<file path="config.mk">
export PLATFORM = sky130hd
export DESIGN_NAME = uart_rx_core
export DESIGN_NICKNAME = d
export VERILOG_FILES = /design/src/rtl/uart_pkg.sv /design/src/rtl/uart_sync_2ff.sv /design/src/rtl/uart_rx_core.sv
export SDC_FILE = /design/constraint.sdc
export NUM_CORES = 1
export LEC_CHECK = 0
export BUFFER_PORTS_ARGS = -buffer_cell sky130_fd_sc_hd__buf_4
export CAP_MARGIN = 20
export CORE_ASPECT_RATIO = 1.1
export CORE_MARGIN = 10
export CORE_UTILIZATION = 48
export DETAILED_ROUTE_END_ITERATION = 6
export GPL_ROUTABILITY_DRIVEN = 0
export GPL_TIMING_DRIVEN = 0
export PLACE_DENSITY_LB_ADDON = 0.25
export SYNTH_ARGS = -nofsm -noshare
export SYNTH_HDL_FRONTEND = slang
export SYNTH_SLANG_ARGS = --single-unit
</file>
<file path="constraint.sdc">
create_clock -name clk_i -period 5.19 [get_ports clk_i]
set_input_delay 0.519 -clock clk_i [delete_from_list [all_inputs] [get_ports clk_i]]
set_output_delay 0.519 -clock clk_i [all_outputs]
set_load 0.02 [all_outputs]
</file>
<file path="src/rtl/uart_pkg.sv">
// Shared UART definitions: receive FSM states, minimum divisor and default frame width.
package uart_pkg;

    localparam int UART_MIN_DIV    = 4;
    localparam int UART_DATA_WIDTH = 8;

    typedef enum logic [1:0] {
        IDLE  = 2'd0,
        START = 2'd1,
        DATA  = 2'd2,
        STOP  = 2'd3
    } rx_state_e;

endpackage

</file>
<file path="src/rtl/uart_sync_2ff.sv">
// Two-flop synchroniser for a single asynchronous input, with a selectable reset level.
module uart_sync_2ff #(
    parameter logic RESET_VALUE = 1'b1
) (
    input  logic clk_i,
    input  logic rst_ni,
    input  logic d_i,
    output logic q_o
);

    logic meta_r;
    logic sync_r;

    // Metastability chain; both stages come out of reset at the line's idle level.
    always_ff @(posedge clk_i or negedge rst_ni) begin
        if (!rst_ni) begin
            meta_r <= RESET_VALUE;
            sync_r <= RESET_VALUE;
        end else begin
            meta_r <= d_i;
            sync_r <= meta_r;
        end
    end

    assign q_o = sync_r;

endmodule

</file>
<file path="src/rtl/uart_rx_core.sv">
// UART 8N1 receive stage: start detection, mid-bit sampling and result strobes toward the rx buffer.
module uart_rx_core
    import uart_pkg::*;
#(
    parameter int DATA_WIDTH = UART_DATA_WIDTH,
    parameter int DIV_WIDTH  = 16
) (
    input  logic                  clk_i,
    input  logic                  rst_ni,
    input  logic                  en_i,
    input  logic [DIV_WIDTH-1:0]  clks_per_bit_i,
    input  logic                  rx_i,
    input  logic                  buffer_full_i,
    output logic [DATA_WIDTH-1:0] wdata_o,
    output logic                  we_o,
    output logic                  frame_err_o,
    output logic                  overrun_o,
    output logic                  break_o,
    output logic                  busy_o
);

    localparam int BW = (DATA_WIDTH > 1) ? $clog2(DATA_WIDTH) : 1;
    localparam logic [BW-1:0]        LAST_BIT = BW'(DATA_WIDTH - 1);
    localparam logic [DIV_WIDTH-1:0] MIN_DIV  = DIV_WIDTH'(UART_MIN_DIV);
    localparam logic [DIV_WIDTH-1:0] ONE      = DIV_WIDTH'(1);

    rx_state_e             state_r, next_state_s;
    logic                  rx_s, rx_q_r, fall_s;
    logic [DIV_WIDTH-1:0]  div_s, half_s, cnt_r;
    logic [BW-1:0]         bit_cnt_r;
    logic [DATA_WIDTH-1:0] shift_r, wdata_r;
    logic                  tick_s, stop_tick_s;
    logic                  we_s, fe_s, ovr_s, brk_s;
    logic                  we_r, fe_r, ovr_r, brk_r, busy_r;

    uart_sync_2ff #(.RESET_VALUE(1'b1)) u_rx_sync (
        .clk_i  (clk_i),
        .rst_ni (rst_ni),
        .d_i    (rx_i),
        .q_o    (rx_s)
    );

    assign div_s  = (clks_per_bit_i < MIN_DIV) ? MIN_DIV : clks_per_bit_i;
    assign half_s = div_s >> 1;
    assign fall_s = rx_q_r & ~rx_s;

    // Delayed copy of the synchronised line for falling-edge detection.
    always_ff @(posedge clk_i or negedge rst_ni) begin
        if (!rst_ni) rx_q_r <= 1'b1;
        else         rx_q_r <= rx_s;
    end

    // Sample-point decode: START counts to the half bit, later bits to a full period.
    always_comb begin
        tick_s = 1'b0;
        case (state_r)
            START:      tick_s = (cnt_r == half_s - ONE);
            DATA, STOP: tick_s = (cnt_r == div_s - ONE);
            default:    tick_s = 1'b0;
        endcase
    end

    // FSM state register.
    always_ff @(posedge clk_i or negedge rst_ni) begin
        if (!rst_ni) state_r <= IDLE;
        else         state_r <= next_state_s;
    end

    // FSM next-state logic; a disabled receiver always falls back to IDLE.
    always_comb begin
        next_state_s = state_r;
        if (!en_i) begin
            next_state_s = IDLE;
        end else begin
            case (state_r)
                IDLE:    next_state_s = fall_s ? START : IDLE;
                START:   next_state_s = tick_s ? (rx_s ? IDLE : DATA) : START;
                DATA:    next_state_s = (tick_s && bit_cnt_r == LAST_BIT) ? STOP : DATA;
                STOP:    next_state_s = tick_s ? IDLE : STOP;
                default: next_state_s = IDLE;
            endcase
        end
    end

    // FSM output decode: classify the stop sample into exactly one result.
    always_comb begin
        stop_tick_s = en_i & tick_s & (state_r == STOP);
        we_s  = 1'b0;
        fe_s  = 1'b0;
        ovr_s = 1'b0;
        brk_s = 1'b0;
        if (stop_tick_s) begin
            we_s  =  rx_s & ~buffer_full_i;
            ovr_s =  rx_s &  buffer_full_i;
            brk_s = ~rx_s & (shift_r == '0);
            fe_s  = ~rx_s & (shift_r != '0);
        end else begin
            we_s  = 1'b0;
        end
    end

    // Bit-period counter, data-bit counter and LSB-first shift register.
    always_ff @(posedge clk_i or negedge rst_ni) begin
        if (!rst_ni) begin
            cnt_r     <= '0;
            bit_cnt_r <= '0;
            shift_r   <= '0;
        end else if (!en_i || state_r == IDLE) begin
            cnt_r     <= '0;
            bit_cnt_r <= '0;
        end else if (tick_s) begin
            cnt_r <= '0;
            if (state_r == DATA) begin
                shift_r   <= {rx_s, shift_r[DATA_WIDTH-1:1]};
                bit_cnt_r <= bit_cnt_r + BW'(1);
            end
        end else begin
            cnt_r <= cnt_r + ONE;
        end
    end

    // Registered result pulses, held byte and busy flag.
    always_ff @(posedge clk_i or negedge rst_ni) begin
        if (!rst_ni) begin
            we_r    <= 1'b0;
            fe_r    <= 1'b0;
            ovr_r   <= 1'b0;
            brk_r   <= 1'b0;
            busy_r  <= 1'b0;
            wdata_r <= '0;
        end else begin
            we_r   <= we_s;
            fe_r   <= fe_s;
            ovr_r  <= ovr_s;
            brk_r  <= brk_s;
            busy_r <= (next_state_s != IDLE);
            if (we_s) wdata_r <= shift_r;
        end
    end

    assign wdata_o     = wdata_r;
    assign we_o        = we_r;
    assign frame_err_o = fe_r;
    assign overrun_o   = ovr_r;
    assign break_o     = brk_r;
    assign busy_o      = busy_r;

endmodule

</file>
Word-level counts from Yosys, hierarchy flattened
Cells that the tools add are included.
- multipliers: 0
- reductions and logical operators: 12
- magnitude comparators: 1
- mux-type cells: 18
- shift operators: 0
- equality and inequality tests: 6
- bitwise gates (word level): 10
- div/mod/pow operators: 0
- $add $sub $neg: 4
- operators by type and width (cell ; count):
    two-way mux 16 bit ; 3
    equality test 16 bit ; 2
    adder 16 x 1 -> 16 bit (second input constant) ; 1
    < comparator 16 x 3 -> 1 bit (second input constant) ; 1
    subtractor 15 x 1 -> 16 bit (second input constant) ; 1
    subtractor 16 x 1 -> 16 bit (second input constant) ; 1
    two-way mux 3 bit ; 3
    logical NOT 8 bit ; 1
    two-way mux 2 bit ; 4
    one-hot mux 2 bit (4 select lines) ; 1
    nonzero test 8 bit ; 1
    bitwise AND 1 bit ; 7
    two-way mux 1 bit ; 6
    nonzero test 2 bit ; 3
    equality test 2 bit (second input constant) ; 2
    adder 3 x 1 -> 3 bit (second input constant) ; 1
    equality test 3 bit (second input constant) ; 1
    NOT 1 bit ; 3
    AND reduction 3 bit ; 1
    equality test 2 x 1 -> 1 bit (second input constant) ; 1
    logical NOT 2 bit ; 1
    one-hot mux 1 bit (2 select lines) ; 1
    AND reduction 2 bit ; 1
    OR reduction 2 bit ; 1
    other kinds (3) ; 3
- bits in registers: 45
- bits in writable memories: 0
- bits in latches: 0
- memories: 0
- bits in read-only memories: 0
- word-level logic and storage cells: 64

Logic depth before layout (Yosys ltp)
- word-level depth: 10
- gate-level depth with buffers: 18

Modules after synthesis
A second synthesis with hierarchy kept.
- cells, all modules: 323
- area, all modules: 3031.7 µm²
- by module, submodules not included (module ; cells an instance ; times used ; area each (µm²) ; sequential area each (µm²)):
    uart_rx_core ; 321 ; 1 ; 2979.1 ; 1077.3
    uart_sync_2ff ; 2 ; 1 ; 52.6 ; 52.6

Worst setup path after synthesis
No wires, ideal clock.
- path kind: reg-to-reg
- start: register state_r[1]
- end: register wdata_r[0], in the netlist wdata_o[0]
- cell stages (with the launch flop): 19
- setup time: 0.125 ns
- clock period less this slack: 4.711 ns
- required time: 5.065 ns
- arrival: 4.586 ns
- path buffers: 7
- setup slack: 0.479 ns
- cells stage by stage: dfrtp_1 buf_2 buf_2 buf_2 buf_2 buf_1 nor2_1 a31oi_1 ha_1 or4b_2 a21boi_0 a2111oi_0 a21o_1 o211ai_1 or4_4 buf_6 or3_1 buf_6 mux2_4
- longest elaborated chain between the ends: 6
- elaborated cells on any way between the ends: 8
- classes of those cells: eq/ne: 3; mux: 2; bitwise: 2; reduce/logical: 1
- RTL lines (what ; RTL line ; text):
    from (decl) ; uart_rx_core.sv:27 ; rx_state_e state_r, next_state_s;
    from (signal assigned) ; uart_rx_core.sv:66 ; else state_r <= next_state_s;
    equality test 2 bit (on tied branches) ; uart_rx_core.sv:56, uart_rx_core.sv:87 ;
    OR reduction 2 bit ; uart_rx_core.sv:56 ; case (state_r)
    one-hot mux 1 bit (2 select lines) ; uart_rx_core.sv:56 ;
    bitwise AND 1 bit ; uart_rx_core.sv:87 ; stop_tick_s = en_i & tick_s & (state_r == STOP);
    bitwise AND 1 bit * ; uart_rx_core.sv:87 ;
    two-way mux 1 bit * ; uart_rx_core.sv:92 ; if (stop_tick_s) begin
    to (signal assigned) ; uart_rx_core.sv:137 ; if (we_s) wdata_r <= shift_r;
    to (decl) ; uart_rx_core.sv:31 ; logic [DATA_WIDTH-1:0] shift_r, wdata_r;
Mark *: on every way between the ends. The rest lies on a longest branch, timed or not.
A chain may end at the register's enable or synchronous reset.

Worst setup path after layout
- start: register state_r[1]
- end: register wdata_r[2], in the netlist wdata_o[2]
The elaborated chain is that of the path after synthesis.

==> run summary <==
Outcome -> completed
Sequential share of the synthesized area -> 0.3684
Pleak -> 1.466 nW
Die W -> 96.21 um
Vias -> 2607
Clk root buf -> clkbuf_8
Setup ws final -> 0.2879 ns
Final setup viols -> 0
Post-Syn Instances -> 324
VDD IR-drop max -> 0.1683 mV
Routed WL per cell -> 16.22 um
Worst reg2reg path depth -> 17
Tot Pwr -> 0.6441 mW
Type of the worst setup path -> reg -> reg
Bufs on Longest Clock Path -> 2
Measured slew at the worst slew-check pin -> 0.5571 ns
Layout area overhead -> 14.12%
Endpoint class of the critical path -> flip-flop
Die Y -> 103.8 um
Final Critical Period -> 4.902 ns
Slew Limit Fails -> 0
CTS Buf Count -> 5
Layout cells sized above 1 -> 0.2188
Num ports -> 34
Post-Place Cell Area -> 3377 um^2
Core area -> 6193 um^2
Hold Path Class -> in -> async
I/O Buffers -> 28
Synthesis-stage register bit count -> 45
Async SR Flop Fraction -> 1.000
Period utilization -> 0.9445
Die area -> 9989 um^2
Gr ovfl total -> 0
# DRC -> 0
Critical R2R Launch -> state_r[1]$_DFF_PN0_
Mapped cell area -> 3067 um^2
Final Hold Violating Endpoints -> 0
Htree depth -> 2
Pwr dens -> 184.0 nW/um^2
Post-DR vias/cell -> 5.912
Vias in the first global route -> 2532
Total of max-cap violations -> 0
Setup Skew -> 0.009982 ns
Cts hold-fix bufs -> 0
Skew-Pair Late Insertion Delay -> 0.30 ns
DRT Pass-1 Iters -> 4
CTS tree -> built
RSZ-0062 raised after global routing -> no
Reg-to-Reg End -> wdata_o[2]$_DFFE_PN0P_
First DRT Iteration DRCs -> 102
Met1 Use GR -> 0.1887
Clk pin slew, worst setup/hold paths -> 0.08 ns
Fin nets -> 385
Post-synthesis cell type count -> 56
Met3 usage -> 0.03682
Critical Path RT -> 5.36 ns
First-pass GRT wire length -> 12030 um
Synth warn -> 0
GR peak layer -> met2
CP Max Fanout -> 19
CTS Sinks -> 45
Final instance area -> 3500 um^2
GR Util All Layers -> 0.1439
Pre-CTS setup slack -> -0.5143 ns
Crit path launch type -> flip-flop
Initial Utilization -> 0.4952
Worst path arrival time -> 5.08 ns
Diode count -> 0
Main synth FF type -> dfrtp_1
Largest net degree at the start of global routing -> 46
R2R Setup Slk -> 0.29 ns
Routed Antenna Nets -> 0
Initial antenna violation count -> 0
Grt met2 use -> 0.2205
Post-synth EDFFs -> 0
Final HPWL DP -> 5245 um
Post-Place Cells -> 432
Post-Route WL -> 7151 um
Slew margin rel. -> 0.6286
Syn nets -> 349
Post-layout util -> 0.5651
Final cell count without fillers -> 441
F_max -> 204.0 MHz
Avg Inst Size Synth -> 9.465 um^2
# rows -> 30
[per-layer routing]
metal	vias to the layer above	routed length [um]
met5	-	0
met4	0	130
met3	12	384
met2	73	3424
met1	1265	3212
li1	1257	-
[final cells by class]
| cell class | count | area, um^2 |
|---|---|---|
| Fill cell | 580 | 2694 |
| Sequential cell | 45 | 1130 |
| Timing Repair Buffer | 30 | 237.7 |
| Inverter | 12 | 45.04 |
| Buffer | 19 | 118.9 |
| Clock buffer | 8 | 80.08 |
| Multi-Input combinational cell | 247 | 1788 |
| Tap cell | 80 | 100.1 |
[state kept, by name, summed over array words and instances, names as in the netlist, 2 cells and up]
signal	flops
cnt_r	16
bit_cnt_r	3
state_r	2
wdata_o	8
shift_r	8
[power breakdown]
group,leakage (nW),internal [mW],switching [mW]
Clock,0.0395,0.0957,0.110
Combinational,0.810,0.0325,0.0496
Sequential,0.617,0.354,0.00222
[repair_timing]
item,in CTS,in global routing
pin swaps,1,0
gates resized for setup,3,4
buffers inserted,1,1
setup endpoints to repair,36,30
[metrics by stage]
stage | setup TNS (ns) | hold slack, ns
global route | 0 | 0.2369
floorplan | 0 | 0.2234
global placement | -10.51 | 0.3460
CTS | 0 | 0.2265
detailed placement | -11.65 | 0.3473
finish | 0 | 0.2089
[cell families (layout without fill, tap and decap cells)]
logic type,count (synthesis),count (layout),synth area share
AND/OR/NAND/NOR,136,136,0.2566
flip-flops,45,45,0.3684
multiplexers,24,24,0.09466
adder cells (fa/ha/maj),4,4,0.01632
AO/OA/AOI/OAI,51,51,0.1191
XOR/XNOR,32,32,0.09139
buffers and inverters,32,69,0.05345
[cell usage after synthesis, drive strengths merged, types with 4 or more instances]
master / number / area (um^2)
clkbuf: 5 / 18.77
nor3b: 4 / 35.03
a21oi: 14 / 70.07
xnor2: 23 / 201.4
dfrtp: 42 / 1051
nor3: 6 / 30.03
xor2: 9 / 78.83
nor4: 9 / 92.59
or3: 7 / 43.79
nor2: 35 / 131.4
nor2b: 4 / 25.02
o21ai: 7 / 35.03
nand4: 11 / 68.82
nand3: 20 / 100.1
mux2i: 8 / 80.08
inv: 12 / 45.04
and3: 5 / 31.28
ha: 4 / 50.05
o211ai: 5 / 37.54
nand2b: 10 / 62.56
or4: 6 / 52.55
buf: 15 / 100.1
mux2: 16 / 210.2
nand2: 10 / 37.54
[layout by cell type (no fill, tap or decap), types with 3 or more instances in the layout]
cell,instances
a21oi_1,14
a31oi_1,3
and3_1,5
buf_2,7
buf_4,31
buf_6,4
clkbuf_1,7
clkbuf_8,5
dfrtp_1,42
dfstp_2,3
ha_1,3
inv_1,12
mux2_2,8
mux2_4,8
mux2i_1,8
nand2_1,10
nand2b_1,10
nand3_1,20
nand4_1,11
nor2_1,35
nor2b_1,4
nor3_1,6
nor3b_1,3
nor4_1,6
o211ai_1,5
o21ai_0,7
o22ai_1,3
or3_1,7
or4_1,4
xnor2_1,23
xor2_1,9
[critical path, stage by stage (launching register included)]
cell and delay (ns):
dfrtp_1 0.40, buf_2 0.26, buf_2 0.27, buf_2 0.24
buf_4 0.27, nor2_1 0.07, a31oi_1 0.16, ha_2 0.28
or4b_2 0.63, a21boi_0 0.17, a2111oi_2 0.33, a21o_1 0.19
o211ai_1 0.09, or4_4 0.44, buf_6 0.15, or3_1 0.36
buf_6 0.17, mux2_4 0.30
[worst max path at each step]
stage                         startpoint                     end  slack (ns)  cells after the start
global placement    state_r[1]$_DFF_PN0_  shift_r[0]$_DFFE_PN0P_       -0.47                     16
finish              state_r[1]$_DFF_PN0_  wdata_o[2]$_DFFE_PN0P_        0.29                     17
CTS                 state_r[1]$_DFF_PN0_  wdata_o[2]$_DFFE_PN0P_        0.04                     17
detailed placement  state_r[1]$_DFF_PN0_  shift_r[3]$_DFFE_PN0P_       -0.51                     16
floorplan           state_r[1]$_DFF_PN0_  wdata_o[0]$_DFFE_PN0P_        0.48                     18
global route        state_r[1]$_DFF_PN0_  wdata_o[2]$_DFFE_PN0P_        0.03                     17
Note: power is estimated with default switching activity, not from simulation.
